`config.mk`:
```
export PLATFORM = sky130hd
export DESIGN_NAME = random_range
export DESIGN_NICKNAME = d
export VERILOG_FILES = /design/src/rtl/random_range.sv
export SDC_FILE = /design/constraint.sdc
export NUM_CORES = 1
export LEC_CHECK = 0
export BUFFER_PORTS_ARGS = -buffer_cell sky130_fd_sc_hd__buf_2
export CORE_AREA = 2 2 155 97
export DETAILED_ROUTE_END_ITERATION = 7
export DIE_AREA = 0 0 157 99
export HOLD_SLACK_MARGIN = 0.06
export PLACE_DENSITY = 0.48
export SYNTH_ARGS = -nofsm -noshare
export SYNTH_HDL_FRONTEND = slang
export SYNTH_SLANG_ARGS = --single-unit
```
`constraint.sdc`:
```
create_clock -name clock -period 2.4 [get_ports clock]
set_input_delay 0.72 -clock clock [delete_from_list [all_inputs] [get_ports clock]]
set_output_delay 0.72 -clock clock [all_outputs]
set_load 0.1 [all_outputs]
```
`src/rtl/random_range.sv`:
```
// Bounded random draw: a bank of 8-bit Fibonacci LFSR cells feeds a rejection sampler
// that delivers a value in 0..RANGE-1, falling back to a deterministic value after MAX_TRIES rejects.
module random_range #(
    parameter int WIDTH     = 8,
    parameter int RANGE     = 9,
    parameter int OUT_W     = 4,
    parameter int MAX_TRIES = 8,
    parameter int NO_REPEAT = 0
) (
    input  logic                 clock,
    input  logic                 reset,
    input  logic                 enable,
    input  logic                 load_seed,
    input  logic [8*WIDTH-1:0]   seed,
    input  logic                 req,
    output logic [WIDTH-1:0]     data,
    output logic [OUT_W-1:0]     value,
    output logic                 valid,
    output logic                 busy
);

    typedef enum logic {IDLE, DRAW} state_t;

    localparam logic [OUT_W-1:0] LAST_VAL    = OUT_W'(RANGE - 1);
    localparam logic [7:0]       LAST_TRY    = 8'(MAX_TRIES - 1);

    state_t                  state_q, state_d;
    logic [WIDTH-1:0][7:0]   cell_q, cell_d;
    logic [OUT_W-1:0]        value_q, value_d;
    logic [OUT_W-1:0]        fb_cnt_q, fb_cnt_d;
    logic [7:0]              try_q, try_d;
    logic                    valid_q, valid_d;
    logic                    has_prev_q, has_prev_d;
    logic [OUT_W-1:0]        candidate;
    logic [OUT_W-1:0]        fallback;
    logic                    reject;

    function automatic logic [7:0] lfsr_step(input logic [7:0] q);
        return {q[6:0], q[7] ^ q[5] ^ q[4] ^ q[3]};
    endfunction

    // An all-zero LFSR would lock up, so a zero seed byte becomes 8'hFF.
    function automatic logic [7:0] seed_fix(input logic [7:0] s);
        return (s == 8'h00) ? 8'hFF : s;
    endfunction

    function automatic logic [7:0] reset_seed(input int i);
        return seed_fix(8'((29 + 37 * i) % 256));
    endfunction

    always_comb begin
        data = '0;
        for (int i = 0; i < WIDTH; i++) begin
            data[i] = cell_q[i][0];
        end
    end

    // NOTE: every always_comb output gets a default first, so no path leaves it unassigned and no latch is inferred.
    always_comb begin
        cell_d = cell_q;
        if (load_seed) begin
            for (int i = 0; i < WIDTH; i++) begin
                cell_d[i] = seed_fix(seed[8*i +: 8]);
            end
        end else if (enable || state_q == DRAW) begin
            for (int i = 0; i < WIDTH; i++) begin
                cell_d[i] = lfsr_step(cell_q[i]);
            end
        end
    end

    assign candidate = data[OUT_W-1:0];
    assign reject    = (32'(candidate) >= 32'(RANGE)) ||
                       ((NO_REPEAT != 0) && has_prev_q && (candidate == value_q));
    assign fallback  = ((NO_REPEAT != 0) && has_prev_q)
                       ? ((value_q == LAST_VAL) ? '0 : value_q + OUT_W'(1))
                       : fb_cnt_q;
    assign fb_cnt_d  = (fb_cnt_q == LAST_VAL) ? '0 : fb_cnt_q + OUT_W'(1);

    always_comb begin
        state_d    = state_q;
        value_d    = value_q;
        valid_d    = 1'b0;
        has_prev_d = has_prev_q;
        try_d      = try_q;
        case (state_q)
            IDLE: begin
                if (req) begin
                    state_d = DRAW;
                end
            end
            DRAW: begin
                if (!reject || try_q == LAST_TRY) begin
                    value_d    = reject ? fallback : candidate;
                    valid_d    = 1'b1;
                    has_prev_d = 1'b1;
                    state_d    = IDLE;
                    try_d      = '0;
                end else begin
                    try_d = try_q + 8'd1;
                end
            end
            default: state_d = IDLE;
        endcase
    end

    // NOTE: state registers use non-blocking assignments so every flop samples pre-edge values.
    always_ff @(posedge clock) begin
        if (reset) begin
            state_q    <= IDLE;
            value_q    <= '0;
            fb_cnt_q   <= '0;
            try_q      <= '0;
            valid_q    <= 1'b0;
            has_prev_q <= 1'b0;
            for (int i = 0; i < WIDTH; i++) begin
                cell_q[i] <= reset_seed(i);
            end
        end else begin
            state_q    <= state_d;
            value_q    <= value_d;
            fb_cnt_q   <= fb_cnt_d;
            try_q      <= try_d;
            valid_q    <= valid_d;
            has_prev_q <= has_prev_d;
            cell_q     <= cell_d;
        end
    end

    assign value = value_q;
    assign valid = valid_q;
    assign busy  = (state_q == DRAW);

endmodule

```
==> results of run 1 <==
cell type report:
class | count | share of cell area
Multi-Input combinational cell | 339 | 0.4490
Sequential cell | 82 | 0.3219
Timing Repair Buffer | 98 | 0.1089
Tap cell | 198 | 0.04858
Clock buffer | 10 | 0.04686
Clock inverter | 6 | 0.01570
Inverter | 11 | 0.008096
Antenna cell | 2 | 0.0009814
worst min-delay path, cell delays in order (launching register included):
cell and delay [ps]:
dfxtp_1 310, o21ai_0 70, a21oi_1 60
worst min path at each step:
stage,startpoint,to,slack [ps]
2_1_floorplan,cell_q[9]$_SDFFE_PP1P_,cell_q[10]$_SDFFE_PP0P_,450
3_3_place_gp,cell_q[22]$_SDFFE_PP1P_,cell_q[23]$_SDFFE_PP0P_,460
3_5_place_dp,value[3]$_SDFFE_PP0P_,value[3]$_SDFFE_PP0P_,470
4_1_cts,value[3]$_SDFFE_PP0P_,value[3]$_SDFFE_PP0P_,480
5_1_grt,cell_q[42]$_SDFFE_PP1P_,cell_q[43]$_SDFFE_PP0P_,500
6_report,value[3]$_SDFFE_PP0P_,value[3]$_SDFFE_PP0P_,480
logic make-up (layout without fill, tap and decap cells):
kind of cell / Yosys count / after routing / synth area share
muxes: 36 / 36 / 0.09475
xor gates and xnor gates: 31 / 31 / 0.06548
AOI/OAI and AO/OA: 90 / 90 / 0.1636
DFF: 82 / 82 / 0.3959
and+or+nand+nor: 179 / 179 / 0.2182
buffers and inverters: 47 / 125 / 0.05311
adders and majority gates: 3 / 3 / 0.009053
other: 0 / 2 / 0
cell usage in the layout, fill, tap and decap left out, types with 5 or more instances in the layout:
master / instances
a21oi_1: 11
a221oi_1: 6
a311oi_1: 26
buf_2: 82
buf_4: 14
clkbuf_16: 9
dfxtp_1: 82
inv_1: 11
mux2_2: 26
mux2i_1: 10
nand2_1: 59
nand2b_1: 29
nand4_1: 5
nor2_1: 33
nor3_1: 19
nor4_1: 5
o21ai_0: 5
o21ai_2: 7
o21bai_1: 5
o22ai_1: 25
or4_1: 14
xnor2_1: 20
xor2_1: 11
state kept, by name (all words and copies together), names as in the netlist:
register and flops:
cell_q 56, fallback 4, value 4, busy 1, try_q 8, data 8
valid 1
metrics by stage:
step	hold WS (ps)	std cells	area (um2)	worst slack [ps]	total power [mW]
6_report	477.2	746	5100	328.3	3.805
5_1_grt	505.0	745	5097	228.4	3.993
4_1_cts	478.8	744	5095	328.9	3.856
3_5_place_dp	470.6	728	4776	234.0	2.353
3_3_place_gp	464.9	728	4776	266.5	2.347
2_1_floorplan	451.4	468	4146	307.0	2.150
layer usage:
| layer | wire (um) | up-vias |
|---|---|---|
| met5 | 13 | - |
| met4 | 74 | 2 |
| met3 | 704 | 7 |
| met2 | 4491 | 99 |
| met1 | 5607 | 1690 |
| li1 | - | 1837 |
power by group through the flow:
stage | clock, mW | combinational, mW | sequential (mW)
after floorplan | 0 | 0.545 | 1.61
after global placement | 0 | 0.780 | 1.57
after detailed placement | 0 | 0.784 | 1.57
after CTS | 1.53 | 0.789 | 1.54
after global routing | 1.59 | 0.851 | 1.55
final | 1.48 | 0.784 | 1.54
==> out/results.txt, run 1 <==
Status = complete, no violations
Htree depth = 3
FFs w/ async S/R, synth = 0
Via density = 4.873
Hold WC Path Type = flop to flop
Dpl hpwl = 7.875 mm
Die Footprint = 15540 um2
Initial antenna violation count = 3
Comb power frac = 0.206
Final Hold Vio Count = 0
Global-route wire length before repair = 17.95 mm
Crit end category = flop
Core area = 14080 um2
Critical path class = flop to flop
Area leader, netlist = dfxtp_1
Switching share of power = 0.2899
# Post-CTS Setup Buffers = 0
Top FF cell, synth = dfxtp_1
Worst rel slew slack = 0.5571
Met2 Usage GRT = 0.2119
Gr busiest metal = met2
Net Sw Power = 1.103 mW
Fin crit period = 2072 ps
Worst path required time = 2610 ps
EDFF count, synth = 0
Max IR drop VDD = 0.3038 mV
Cts-stage hold buffer count = 0
Initial Utilization = 0.2945
Register area = 1642 um2
Longest Clk Path Bufs = 2
Grt met3 use = 0.04617
Setup TNS = 0 ps
GR Util All Layers = 0.1445
Mapped Area = 4146 um2
Std cell rows = 34
Slew @ Worst Pin = 664.4 ps
CP max FO = 10
Register bit count reported by yosys = 82
Yosys warns = 0
Slew Limit Fails = 0
Antenna-violating nets left = 0
Critical path cell sequence = ha_1 > or4b_4 > o311a_2 > nor2_8 > a311oi_1
Worst path top cell family by delay = simple AND/OR/NAND/NOR gates
RSZ-0062 raised after global routing = false
Post-Route Utilization = 0.3622
# nets final = 613
Reg clk slew, reported paths = 60 ps
Global-route met1 utilization = 0.2051
Seq pwr share = 0.404
Number of port buffers = 82
Worst Setup EP = value[1]$_SDFFE_PP0P_
# resized after CTS = 0
Vias in the first global route = 3497
Area occupied by multi-input gates = 2290 um2
Critical Path AT = 2280 ps
Iter 0 DRT Violations = 225
Pwr/cell area = 746.1 nW/um2
Most numerous cell in the Yosys netlist = dfxtp_1
Worst Reg2Reg Path Length in Cells = 5
Max_cap viols = 0
Routed vias = 3635
Synth top area share = 0.3959
Clock Latency Late Sink = 330 ps
Layout cell share with drive strength beyond 1 = 0.2839
Clock power frac = 0.390
Root buffer cell = clkbuf_16
GRT Residual Overflow = 0
Fin crit share = 0.8632
Max Freq = 0.4827 GHz
Startpoint class of the critical path = flop
Post-Syn Instances = 468
DR pass1 iterations = 4
DR WL/cell = 14.60 um
Critical path's slowest cell = or4b_4
Die Height = 99 um
Post-route DRC violation count = 0
CP max stage delay = 520 ps
Routability cong. = 0.7723
Fillcell total = 1419
Crit. path cell count = 5
Worst clock skew = 7.405 ps
Final setup violation count = 0
Post-Route WL = 10.89 mm
Largest net degree at the start of global routing = 42
Buf/Inv on CP = 0
Reg2reg setup slack = 330 ps
Syn Nets = 540
Yosys cell types = 40
RR Endpoint = value[1]$_SDFFE_PP0P_
I/O pin total = 83
Internal = 2.702 mW
Clock Sinks = 82
TritonCTS Buffers = 9
CP startpoint = try_q[0]$_SDFFE_PP0P_
CTS tree = yes
Reg2reg start = try_q[0]$_SDFFE_PP0P_
Hold path depth = 2
Sequential fraction of the synthesis area = 0.3959
Ranking of synthesized cells by area = dfxtp_1 40%, mux2_2 7.1%, a311oi_1 5.5%, nand2_1 5.3%, nand2b_1 4.4%
Avg Cell Area, Syn = 8.860 um2
Synth cell count leaders = 82 x dfxtp_1, 59 x nand2_1, 33 x nor2_1
P_leak = 1.991 nW
Die W = 157 um
Area growth from synthesis to layout = 22.99%
Power figures use the tool's default switching activity.
==> run 2, diff against run 1 <==
--- a/config.mk
+++ b/config.mk
@@ -6,11 +6,11 @@
 export NUM_CORES = 1
 export LEC_CHECK = 0
 export BUFFER_PORTS_ARGS = -buffer_cell sky130_fd_sc_hd__buf_2
-export CORE_AREA = 2 2 155 97
+export CORE_AREA = 2 2 113 136
 export DETAILED_ROUTE_END_ITERATION = 7
-export DIE_AREA = 0 0 157 99
+export DIE_AREA = 0 0 115 138
 export HOLD_SLACK_MARGIN = 0.06
-export PLACE_DENSITY = 0.48
+export PLACE_DENSITY = 0.47
 export SYNTH_ARGS = -nofsm -noshare
 export SYNTH_HDL_FRONTEND = slang
 export SYNTH_SLANG_ARGS = --single-unit
==> run 2 against run 1 <==
Compared with the run above: clock-buffer cell count unchanged; wire length decreased by 5.7%; sequential power about the same; design area about the same; critical endpoint is now value[0]$_SDFFE_PP0P_; combinational power decreased by 2%; largest power group is now the clock network; hold slack improved by 6.0 ps; global-route usage decreased by 1.5 points.
==> out/results.txt, run 2 (synthesis results as in run 1) <==
Slew Limit Fails = 0 (unchanged)
Antenna Cells = 0 (was 2)
Max IR drop VDD = 0.4044 mV (was 0.3038 mV)
Dpl hpwl = 7.354 mm (was 7.875 mm)
Vias in the first global route = 3479 (was 3497)
# resized after CTS = 0 (unchanged)
P_leak = 1.994 nW (was 1.991 nW)
Fin crit share = 0.8526 (was 0.8632)
CP max FO = 10 (unchanged)
Max Freq = 0.4887 GHz (was 0.4827 GHz)
Reg2reg setup slack = 350 ps (was 330 ps)
CTS tree = yes (unchanged)
Worst Reg2Reg Path Length in Cells = 5 (unchanged)
Die Footprint = 15870 um2 (was 15540 um2)
GR Util All Layers = 0.1293 (was 0.1445)
Worst Setup EP = value[0]$_SDFFE_PP0P_ (was value[1]$_SDFFE_PP0P_)
Fillcell total = 1552 (was 1419)
Max_cap viols = 0 (unchanged)
Pwr/cell area = 789.5 nW/um2 (was 746.1 nW/um2)
Area growth from synthesis to layout = 23.08% (was 22.99%)
Largest net degree at the start of global routing = 83 (was 42)
# nets final = 610 (was 613)
Setup TNS = 0 ps (unchanged)
Clock Latency Late Sink = 330 ps (about the same)
Longest Clk Path Bufs = 2 (unchanged)
Global-route wire length before repair = 16.66 mm (was 17.95 mm)
DR WL/cell = 14.24 um (was 14.60 um)
Critical path class = flop to flop (unchanged)
Reg2reg start = try_q[0]$_SDFFE_PP0P_ (unchanged)
GRT Residual Overflow = 0 (unchanged)
Std cell rows = 49 (was 34)
Hold WS = 483.2 ps (was 477.2 ps)
Via density = 5.010 (was 4.873)
Root buffer cell = clkbuf_16 (unchanged)
Slew @ Worst Pin = 503.3 ps (was 664.4 ps)
Die Height = 138 um (was 99 um)
Number of port buffers = 82 (unchanged)
Antenna-violating nets left = 0 (unchanged)
Cts-stage hold buffer count = 0 (unchanged)
Critical Path AT = 2260 ps (was 2280 ps)
DR pass1 iterations = 4 (unchanged)
Post-Route WL = 10.27 mm (was 10.89 mm)
Worst path required time = 2610 ps (about the same)
Final Hold Vio Count = 0 (unchanged)
Post-route DRC violation count = 0 (unchanged)
TritonCTS Buffers = 9 (unchanged)
RSZ-0062 raised after global routing = false (unchanged)
Most frequent cells in the layout = 82 x dfxtp_1, 82 x buf_2, 59 x nand2_1, 33 x nor2_1, 29 x nand2b_1 (unchanged)
Reg clk slew, reported paths = 60 ps (about the same)
Worst clock skew = 7.178 ps (was 7.405 ps)
Status = complete, no violations (unchanged)
Htree depth = 3 (unchanged)
Startpoint class of the critical path = flop (unchanged)
Iter 0 DRT Violations = 182 (was 225)
Max reg flops = 56 (unchanged)
Area occupied by multi-input gates = 2290 um2 (unchanged)
Crit end category = flop (unchanged)
Die W = 115 um (was 157 um)
Layout cell share with drive strength beyond 1 = 0.2799 (was 0.2839)
Worst rel slew slack = 0.6645 (was 0.5571)
Clock Sinks = 82 (unchanged)
Register area = 1642 um2 (unchanged)
Biggest register = cell_q (unchanged)
CP startpoint = try_q[0]$_SDFFE_PP0P_ (unchanged)
Routability cong. = 0.7689 (was 0.7723)
Hold WC Path Type = flop to flop (unchanged)
I/O pin total = 83 (unchanged)
Fin crit period = 2046 ps (was 2072 ps)
RR Endpoint = value[0]$_SDFFE_PP0P_ (was value[1]$_SDFFE_PP0P_)
Initial antenna violation count = 0 (was 3)
Core area = 14710 um2 (was 14080 um2)
Initial Utilization = 0.2818 (was 0.2945)
Routed vias = 3612 (was 3635)
Final setup violation count = 0 (unchanged)
# Post-CTS Setup Buffers = 0 (unchanged)
## run 2: cell count changes in the layout (fill, tap and decap cells not counted), sizes merged
| cell | previous run | this run |
|---|---|---|
| buf | 98 | 95 |
| bufinv | 2 | 4 |
| clkinv | 4 | 0 |
| clkinvlp | 0 | 1 |
| diode | 2 | 0 |
| inv | 11 | 12 |
## run 2: area by class of cell
| class | instances | area share |
|---|---|---|
| multi-input cells | 339 | 0.4486 |
| flip-flops and latches | 82 | 0.3216 |
| repair buffers | 95 | 0.1044 |
| clock buffers | 10 | 0.04683 |
| well taps | 178 | 0.04364 |
| clock inverters | 6 | 0.02672 |
| inverters | 11 | 0.008090 |
## run 2: stage by stage
stage	cells	area [um2]	util	power (mW)	setup WS, ps
after floorplan	468	4146	-	2.150	307.0
after global placement	705	4728	0.3213	2.341	270.4
after detailed placement	705	4728	0.3213	2.348	236.5
after CTS	721	5104	0.3469	4.083	344.9
after global routing	721	5104	0.3469	4.214	230.3
final	721	5104	0.3469	4.029	353.8
## run 2: worst min-delay path by stage
stage | from | endpoint | depth (start not counted) | slack [ps]
finish | cell_q[14]$_SDFFE_PP1P_ | cell_q[15]$_SDFFE_PP0P_ | 2 | 480
global route | cell_q[1]$_SDFFE_PP0P_ | cell_q[1]$_SDFFE_PP0P_ | 2 | 510
CTS | cell_q[18]$_SDFFE_PP1P_ | cell_q[19]$_SDFFE_PP0P_ | 2 | 480
detailed placement | cell_q[18]$_SDFFE_PP1P_ | cell_q[19]$_SDFFE_PP0P_ | 2 | 470
global placement | cell_q[34]$_SDFFE_PP0P_ | cell_q[35]$_SDFFE_PP0P_ | 2 | 470
floorplan | cell_q[9]$_SDFFE_PP1P_ | cell_q[10]$_SDFFE_PP0P_ | 2 | 450
## run 2: critical path: stages, from the launching register on
cell and delay [ps]:
dfxtp_1 400, ha_1 250, or4b_4 500, o311a_2 470, nor2_8 190, a311oi_1 110
## run 2: routing by layer
metal,part of all wire,global-route usage
met5,0,0
met4,0.013,0.03932
met3,0.040,0.02981
met2,0.47,0.2133
met1,0.47,0.1672
## run 2: where the power goes
part | total, mW | internal [mW] | leakage (nW) | switching, mW
clock network | 1.72 | 1.15 | 0.179 | 0.563
registers | 1.54 | 1.46 | 0.680 | 0.0786
logic | 0.771 | 0.300 | 1.13 | 0.471
